===== src/rtl/g15_anc2_pkg.sv =====
// Shared code points and FSM state encoding for the ANC-2 I/O Writer sequencer.
package g15_anc2_pkg;

  localparam logic [5:0] CODE_MAX_CHAR = 6'd43;
  localparam logic [5:0] CODE_SPACE    = 6'd44;
  localparam logic [5:0] CODE_CR       = 6'd45;
  localparam logic [5:0] CODE_TAB      = 6'd46;
  localparam logic [5:0] CODE_SHIFT    = 6'd47;

  localparam int CNT_W     = 10;
  localparam int NUM_LANES = 47;  // 44 character magnets + space, CR, TAB

  typedef enum logic [2:0] {
    ST_IDLE,
    ST_SHIFT,
    ST_FIRE,
    ST_ILK_WAIT,
    ST_DWELL,
    ST_ERR
  } anc2_seq_state_t;

endpackage


===== src/rtl/anc2_ms_counter.sv =====
// Saturating millisecond counter. Clear wins over a coincident tick, so the tick on a
// state-entry edge is never credited to the new state.
module anc2_ms_counter
  import g15_anc2_pkg::*;
(
  input  logic             clk,
  input  logic             rst_n,
  input  logic             clr,
  input  logic             tick_ms,
  output logic [CNT_W-1:0] count
);

  logic [CNT_W-1:0] count_d, count_q;

  always_comb begin
    count_d = count_q;
    if (clr)                          count_d = '0;
    else if (tick_ms && (~&count_q))  count_d = count_q + 1'b1;
  end

  // NOTE: reset is synchronous here; rst_n is only examined on the clock edge.
  always_ff @(posedge clk) begin
    if (!rst_n) count_q <= '0;
    else        count_q <= count_d;
  end

  assign count = count_q;

endmodule


===== src/rtl/anc2_writer_sequencer.sv =====
// Sequences shift, strike and interlock phases for one character code at a time,
// driving the PL2A print/control magnets from registered outputs.
module anc2_writer_sequencer
  import g15_anc2_pkg::*;
#(
  parameter int PULSE_MS   = 20,
  parameter int SHIFT_MS   = 40,
  parameter int DWELL_MS   = 10,
  parameter int TIMEOUT_MS = 500
) (
  input  logic        CLOCK,
  input  logic        rst_n,
  input  logic        tick_ms,
  input  logic        req_valid,
  input  logic [5:0]  req_code,
  input  logic        req_upper,
  output logic        req_ready,
  output logic        done,
  output logic        error,
  output logic [43:0] mag,
  output logic        mag_space,
  output logic        mag_cr,
  output logic        mag_tab,
  output logic        mag_shift,
  input  logic        ilk,
  input  logic        shift_up
);

  localparam logic [CNT_W-1:0] PULSE_LIM   = CNT_W'(PULSE_MS);
  localparam logic [CNT_W-1:0] SHIFT_LIM   = CNT_W'(SHIFT_MS);
  localparam logic [CNT_W-1:0] DWELL_LIM   = CNT_W'(DWELL_MS);
  localparam logic [CNT_W-1:0] TIMEOUT_LIM = CNT_W'(TIMEOUT_MS);

  anc2_seq_state_t        state_d, state_q;
  logic [5:0]             code_d, code_q;
  logic                   upper_d, upper_q;
  logic                   done_d, done_q;
  logic                   error_d, error_q;
  logic [NUM_LANES-1:0]   lanes_d, lanes_q;
  logic [CNT_W-1:0]       count;
  logic                   clr;

  anc2_ms_counter u_ms_counter (
    .clk     (CLOCK),
    .rst_n   (rst_n),
    .clr     (clr),
    .tick_ms (tick_ms),
    .count   (count)
  );

  // NOTE: every always_comb output gets a default first, so no path can infer a latch.
  always_comb begin
    state_d = state_q;
    code_d  = code_q;
    upper_d = upper_q;
    done_d  = 1'b0;
    unique case (state_q)
      ST_IDLE: begin
        if (req_valid) begin
          code_d = req_code;
          if (req_code > CODE_SHIFT) begin
            state_d = ST_ERR;
          end else if (req_code == CODE_SHIFT ||
                       (req_code <= CODE_MAX_CHAR && req_upper != upper_q)) begin
            state_d = ST_SHIFT;
            upper_d = req_upper;
          end else begin
            state_d = ST_FIRE;
          end
        end
      end
      ST_SHIFT: begin
        if (count >= SHIFT_LIM && shift_up == upper_q)
          state_d = (code_q == CODE_SHIFT) ? ST_DWELL : ST_FIRE;
        else if (count >= TIMEOUT_LIM)
          state_d = ST_ERR;
      end
      ST_FIRE: begin
        if (count >= PULSE_LIM)
          state_d = (code_q > CODE_MAX_CHAR) ? ST_ILK_WAIT : ST_DWELL;
      end
      ST_ILK_WAIT: begin
        if (count >= TIMEOUT_LIM)   state_d = ST_ERR;
        else if (tick_ms && !ilk)   state_d = ST_DWELL;
      end
      ST_DWELL: begin
        // done is raised while still in DWELL so req_ready stays low through the pulse.
        if (done_q)                   state_d = ST_IDLE;
        else if (count >= DWELL_LIM)  done_d  = 1'b1;
      end
      ST_ERR:  state_d = ST_IDLE;
      default: state_d = ST_IDLE;
    endcase

    error_d = (state_d == ST_ERR) && (state_q != ST_ERR);
    lanes_d = (state_d == ST_FIRE) ? (NUM_LANES'(1) << code_d) : '0;
    clr     = (state_d != state_q);
  end

  // NOTE: sequential state uses non-blocking assignments only.
  always_ff @(posedge CLOCK) begin
    if (!rst_n) begin
      state_q <= ST_IDLE;
      code_q  <= '0;
      upper_q <= 1'b0;
      done_q  <= 1'b0;
      error_q <= 1'b0;
      lanes_q <= '0;
    end else begin
      state_q <= state_d;
      code_q  <= code_d;
      upper_q <= upper_d;
      done_q  <= done_d;
      error_q <= error_d;
      lanes_q <= lanes_d;
    end
  end

  assign req_ready = (state_q == ST_IDLE);
  assign done      = done_q;
  assign error     = error_q;
  assign mag       = lanes_q[43:0];
  assign mag_space = lanes_q[44];
  assign mag_cr    = lanes_q[45];
  assign mag_tab   = lanes_q[46];
  assign mag_shift = upper_q;

endmodule


===== config.mk =====
export PLATFORM = sky130hd
export DESIGN_NAME = anc2_writer_sequencer
export DESIGN_NICKNAME = d
export VERILOG_FILES = /design/src/rtl/g15_anc2_pkg.sv /design/src/rtl/anc2_ms_counter.sv /design/src/rtl/anc2_writer_sequencer.sv
export SDC_FILE = /design/constraint.sdc
export NUM_CORES = 1
export LEC_CHECK = 0
export CAP_MARGIN = 20
export CORE_UTILIZATION = 40
export CTS_CLUSTER_SIZE = 10
export DETAILED_ROUTE_END_ITERATION = 16
export GPL_ROUTABILITY_DRIVEN = 0
export HOLD_SLACK_MARGIN = 0.1
export PLACE_DENSITY = 0.63
export SETUP_SLACK_MARGIN = 0.5
export SYNTH_ARGS = -nofsm -noshare
export SYNTH_HDL_FRONTEND = slang
export SYNTH_SLANG_ARGS = --single-unit

===== constraint.sdc =====
create_clock -name CLOCK -period 2.6 [get_ports CLOCK]
set_clock_uncertainty 0.15 [all_clocks]
set_input_delay 0.52 -clock CLOCK [delete_from_list [all_inputs] [get_ports CLOCK]]
set_output_delay 0.52 -clock CLOCK [all_outputs]
set_load 0.03 [all_outputs]

* Yosys cells after proc, flatten, opt, wreduce, memory -nomap -nowiden *
Cells that the tools add are included.

word-level totals
  flip-flop bits (word level) = 69
  bits of input ports = 13
  output and inout bits = 51
  logic and storage cells = 60

cells by class
  add/subtract/negate cells = 1
  order comparisons = 7
  equality and inequality tests = 12
  shift-type cells = 1
  mux-type cells = 15
  bitwise operators = 3
  reductions and logical operators = 14

operators with widths
  operator               count
  $shl 1x6->47 const A   1
  $mux 3                 10
  $pmux 3 s5             1
  $eq 6x6->1 const B     2
  $gt 6x6->1 const B     2
  $mux 6                 2
  $add 10x1->10 const B  1
  $ge 10x4->1 const B    1
  $ge 10x5->1 const B    1
  $ge 10x6->1 const B    1
  $ge 10x9->1 const B    1
  $reduce_and 10->1      1
  $eq 3x2->1 const B     3
  $eq 3x3->1 const B     2
  $le 6x6->1 const B     1
  $logic_and 1x1->1      5
  $reduce_and 4->1       1
  $eq 3x1->1 const B     1
  $logic_not 3->1        1
  $ne 3x3->1             1
  $ne 3x3->1 const B     1
  $not 1->1              3
  $reduce_or 3->1        1
  $logic_not 1->1        2
  7 further kinds        7

* Longest topological paths before layout *
  depth in word-level cells = 9
  mapped depth = 9
  mapped depth without buffers = 6

* Hierarchy *
Synthesis repeated with hierarchy kept, for this count alone.

unflattened totals
  cell total of the unflattened synthesis = 360
  area, all modules = 3405.8 um^2

modules (own cells, without submodules)
  module                 times used  cells an instance  area each (um^2)  sequential area each (um^2)
  anc2_writer_sequencer  1           292                2820.2            1181.1
  anc2_ms_counter        1           68                 585.6             200.2

* Least setup slack after synthesis *
OpenSTA, ideal clock, no wires.

  path kind = in2reg
  start = input port req_valid
  end = register u_ms_counter.count_q[4], in the netlist u_ms_counter.count[4]
  setup time = 137 ps
  data arrival time = 1812 ps
  required time = 2313 ps
  path slack = 502 ps
  cell stages on the path = 6
  path buffers = 1
  cell sequence = or4b_1 > buf_2 > a211oi_1 > nor3_1 > a32oi_2 > nor4b_1

between the ends
  cells in the longest elaborated chain, start to end = 4

RTL lines
  element                           line                         source
  start: declaration                anc2_writer_sequencer.sv:14  input logic req_valid,
  $mux 3                            anc2_writer_sequencer.sv:59  if (req_valid) begin
  $pmux 3 s5                        anc2_writer_sequencer.sv:57  unique case (state_q)
  $ne 3x3->1                        anc2_writer_sequencer.sv:97  clr = (state_d != state_q);
  $reduce_or 2->1 (no source line)  --
  end signal: assignment            anc2_ms_counter.sv:24        else count_q <= count_d;
  end: declaration                  anc2_ms_counter.sv:13        logic [CNT_W-1:0] count_d, count_q;

No other way between the ends.
A chain may end at the register's enable or synchronous reset.

* Worst setup path in the final report *
  start = register state_q[0]
  end = register lanes_q[9]

between the ends
  cells in the longest elaborated chain, start to end = 5
  elaborated cells between the ends (all ways) = 17
  those cells by class = eq/ne (5); shift (1); mux (9); reduce/logical (2)

RTL lines
  element                            line                                                      source
  start: declaration                 anc2_writer_sequencer.sv:34                               anc2_seq_state_t state_d, state_q;
  start signal: assignment           anc2_writer_sequencer.sv:110                              state_q <= state_d;
  $mux 3 (on tied branches)          anc2_writer_sequencer.sv:84, anc2_writer_sequencer.sv:75
  $mux 3 (on tied branches)          anc2_writer_sequencer.sv:83, anc2_writer_sequencer.sv:73
  $pmux 3 s5                         anc2_writer_sequencer.sv:57
  $eq 3x2->1                         anc2_writer_sequencer.sv:96                               lanes_d = (state_d == ST_FIRE) ? (NUM_LANES'(1) << code_d) : '0;
  $reduce_and 2->1 (no source line)  --
  end signal: assignment             anc2_writer_sequencer.sv:115                              lanes_q <= lanes_d;
  end: declaration                   anc2_writer_sequencer.sv:39                               logic [NUM_LANES-1:0] lanes_d, lanes_q;

Several ways; a longest one is shown, not always the timed one.

==> summary.md <==
| Metric | Value |
|---|---|
| HP Class | `input pin to register` |
| Total global-route track usage | `21.18%` |
| Final Core Density | `68.68%` |
| Ports | `64` |
| CP Max Fanout | `8` |
| CTS tree | `yes` |
| Clk_lat worst skew | `0.36 ns` |
| Total grt overflow | `0` |
| Drt first pass iters | `5` |
| DRC | `0` |
| Final Hold Vio Count | `0` |
| Critical path's largest stage delay | `0.55 ns` |
| Count of final setup violators | `0` |
| Starting Density | `41.08%` |
| Highest Clock Rate | `461.1 MHz` |
| Synth Flop Type | `dfxtp_1` |
| Antenna viol nets, final | `0` |
| Post-synth net total | `379` |
| Final-stage net count | `496` |
| Pins Over Slew Limit | `0` |
| Final WL | `10,110 um` |
| TritonCTS Buffers | `9` |
| WP data required | `2.70 ns` |
| Input/output buffers | `63` |
| Hpwl dp | `5594 um` |
| Critical path arrival | `2.27 ns` |
| Core Box Area | `0.007687 mm2` |
| Die Area | `0.008255 mm2` |
| Initial drt markers | `133` |
| Die span in y | `90.86 um` |
| N_diodes | `0` |
| Dpl ws | `-0.1819 ns` |
| RSZ-0062 raised after global routing | `true` |
| Worst setup path class | `register to register` |
| Number of global-route vias before repair | `2,764` |
| Pin count of the biggest net entering global routing | `26` |
| Register area share after synthesis | `43.74%` |
| Fin crit period | `2.169 ns` |
| Maxcap violations | `0` |
| DR vias | `3,183` |
| Hold-fix buffers at CTS | `0` |
| Core Rows | `32` |
| Rel. slew slack | `53.84%` |
| Share of layout cells above drive strength 1 | `40.12%` |
| Area Overhead vs Synth | `67.19%` |
| Post-synth cell types | `49` |
| Post-synthesis cell area | `0.003158 mm2` |
| Die Width | `90.86 um` |
| Crit start category | `register` |
| Clock Pin Slew Worst Setup and Hold Paths | `0.09 ns` |
| Leakage | `0.001932 uW` |
| Number of flops mapped to enable cells by yosys | `0` |
| Yosys warnings | `0` |
| Status | `finished clean` |
| Worst-Margin Slew | `0.6828 ns` |
| Vias/cell | `5.413` |
| Initial antenna violation count | `0` |
| Avg WL per Cell | `17.20 um` |
| CTS Root Cell | `clkbuf_8` |
| Worst-path cell chain | `or4b_4 -> buf_12 -> mux2i_2 -> nor2_2 -> nand2_1 -> nor3_4` |
| Period utilization | `83.41%` |
| Htree depth | `3` |
| Synthesized instance count | `364` |
| TritonCTS Sinks | `69` |
| First-pass GRT wire length | `14,010 um` |
| Worst-case vdd ir drop | `0.0002775 V` |
| PwrDens | `590.2 mW/mm2` |
| Slowest CP cell | `or4b_4` |
| CP endpoint kind | `register` |
| Synthesis-stage register bit count | `69` |
| Mean Syn Cell Area | `8.676 um2` |
| PnR worst setup slack | `0.4315 ns` |
| Post-synth ARST share | `0%` |
| Worst-case clock buffer depth | `2` |
| Filler instances | `577` |
sequential cells by signal, summed over array words and instances, names as in the netlist:
register and flops:
code_q 6, done 1, error 1, lanes_q 47
mag_shift 1, state_q 3, u_ms_counter.count 10
Yosys cell counts, drive strengths merged, types with 7 or more instances:
cell / number / area (um2)
a21oi: 12 / 67.57
buf: 17 / 121.4
dfxtp: 69 / 1381
inv: 12 / 45.04
mux2i: 10 / 100.1
nand2: 69 / 259.0
nand3: 7 / 35.03
nand4: 7 / 43.79
nor2: 24 / 90.09
nor2b: 9 / 56.30
nor3: 53 / 360.3
nor4: 11 / 83.83
o21ai: 9 / 45.04
where the power goes:
part | internal, uW | switching [uW] | leakage [uW]
sequential | 1080 | 28.1 | 0.000562
combinational | 460 | 564 | 0.00127
clock | 542 | 444 | 0.000102
worst paths after layout:
kind	cells past startpoint	to	slack [ns]	from
max reg2reg	6	lanes_q[9]$_SDFF_PP0_	0.43	state_q[0]$_SDFF_PN0_
max	6	lanes_q[9]$_SDFF_PP0_	0.43	state_q[0]$_SDFF_PN0_
min reg2reg	2	code_q[1]$_SDFF_PN0_	0.36	code_q[1]$_SDFF_PN0_
min	3	mag_shift$_SDFFE_PN0P_	0.35	req_upper
logic make-up (layout without fill, tap and decap cells):
logic type	count (synthesis)	in the layout	share of synthesized area [%]
buf+inv	33	154	5.744
simple gates	199	200	34.43
mux	12	12	3.883
flops	69	69	43.74
fa+ha+maj	2	2	0.7923
compound gates	42	42	9.470
xor+xnor	7	7	1.941
layout by cell type, fill, tap and decap left out, drive strengths merged, types with 3 or more instances in the layout:
master         instances
nand3b                 4
dfxtp                 69
dlymetal6s2s           9
mux2i                 10
nand3                  7
nor2b                  9
clkinvlp               3
a21oi                 12
inv                   12
buf                   58
nor3                  53
xnor2                  3
o21ai                  9
nor4                  11
nor4b                  3
xor2                   4
nand2                 69
clkbuf                14
clkdlybuf4s50         50
nand4                  7
nor2                  24
a21o                   4
a211oi                 5
cell type report:
cell class	count	area [um2]	share of cell area, %
flip-flops and latches	69	1400	26.52
clock inverters	7	100.1	1.896
well taps	102	127.6	2.417
clock buffers	9	123.9	2.346
multi-input cells	263	2088	39.55
inverters	12	45.04	0.8531
repair buffers	126	1395	26.42
per-stage QoR:
step           total power, uW  area (um2)  TNS [ns]  hold WS, ns  std cells
2_1_floorplan             1506        3158         0       0.3204        364
3_3_place_gp              1712        4095    -6.263       0.3498        540
3_5_place_dp              1719        4095    -6.676       0.3553        540
4_1_cts                   2809        4637         0       0.3664        566
5_1_grt                   3210        5280         0       0.4053        588
6_report                  3116        5280         0       0.3540        588
timing repair:
action | in CTS | in global routing
resized for setup | 60 | 80
pin swaps | 14 | 28
buffers inserted | 7 | 13
setup endpoints to repair | 62 | 61
cloned | 3 | 9
metal layers:
metal	track usage [%]	share of wire, %
met3	4.630	4.6
met5	0	0
met1	28.31	42
met2	33.90	50
met4	6.878	3.2
worst max-delay path, delay by kind of cell (launching register included):
family                 cells  cell delay, ns
buffers and inverters      1            0.18
multiplexers               1            0.45
flip-flops                 1            0.38
AND/OR/NAND/NOR            4            0.91
No activity file was read; power rests on OpenSTA's default activity.
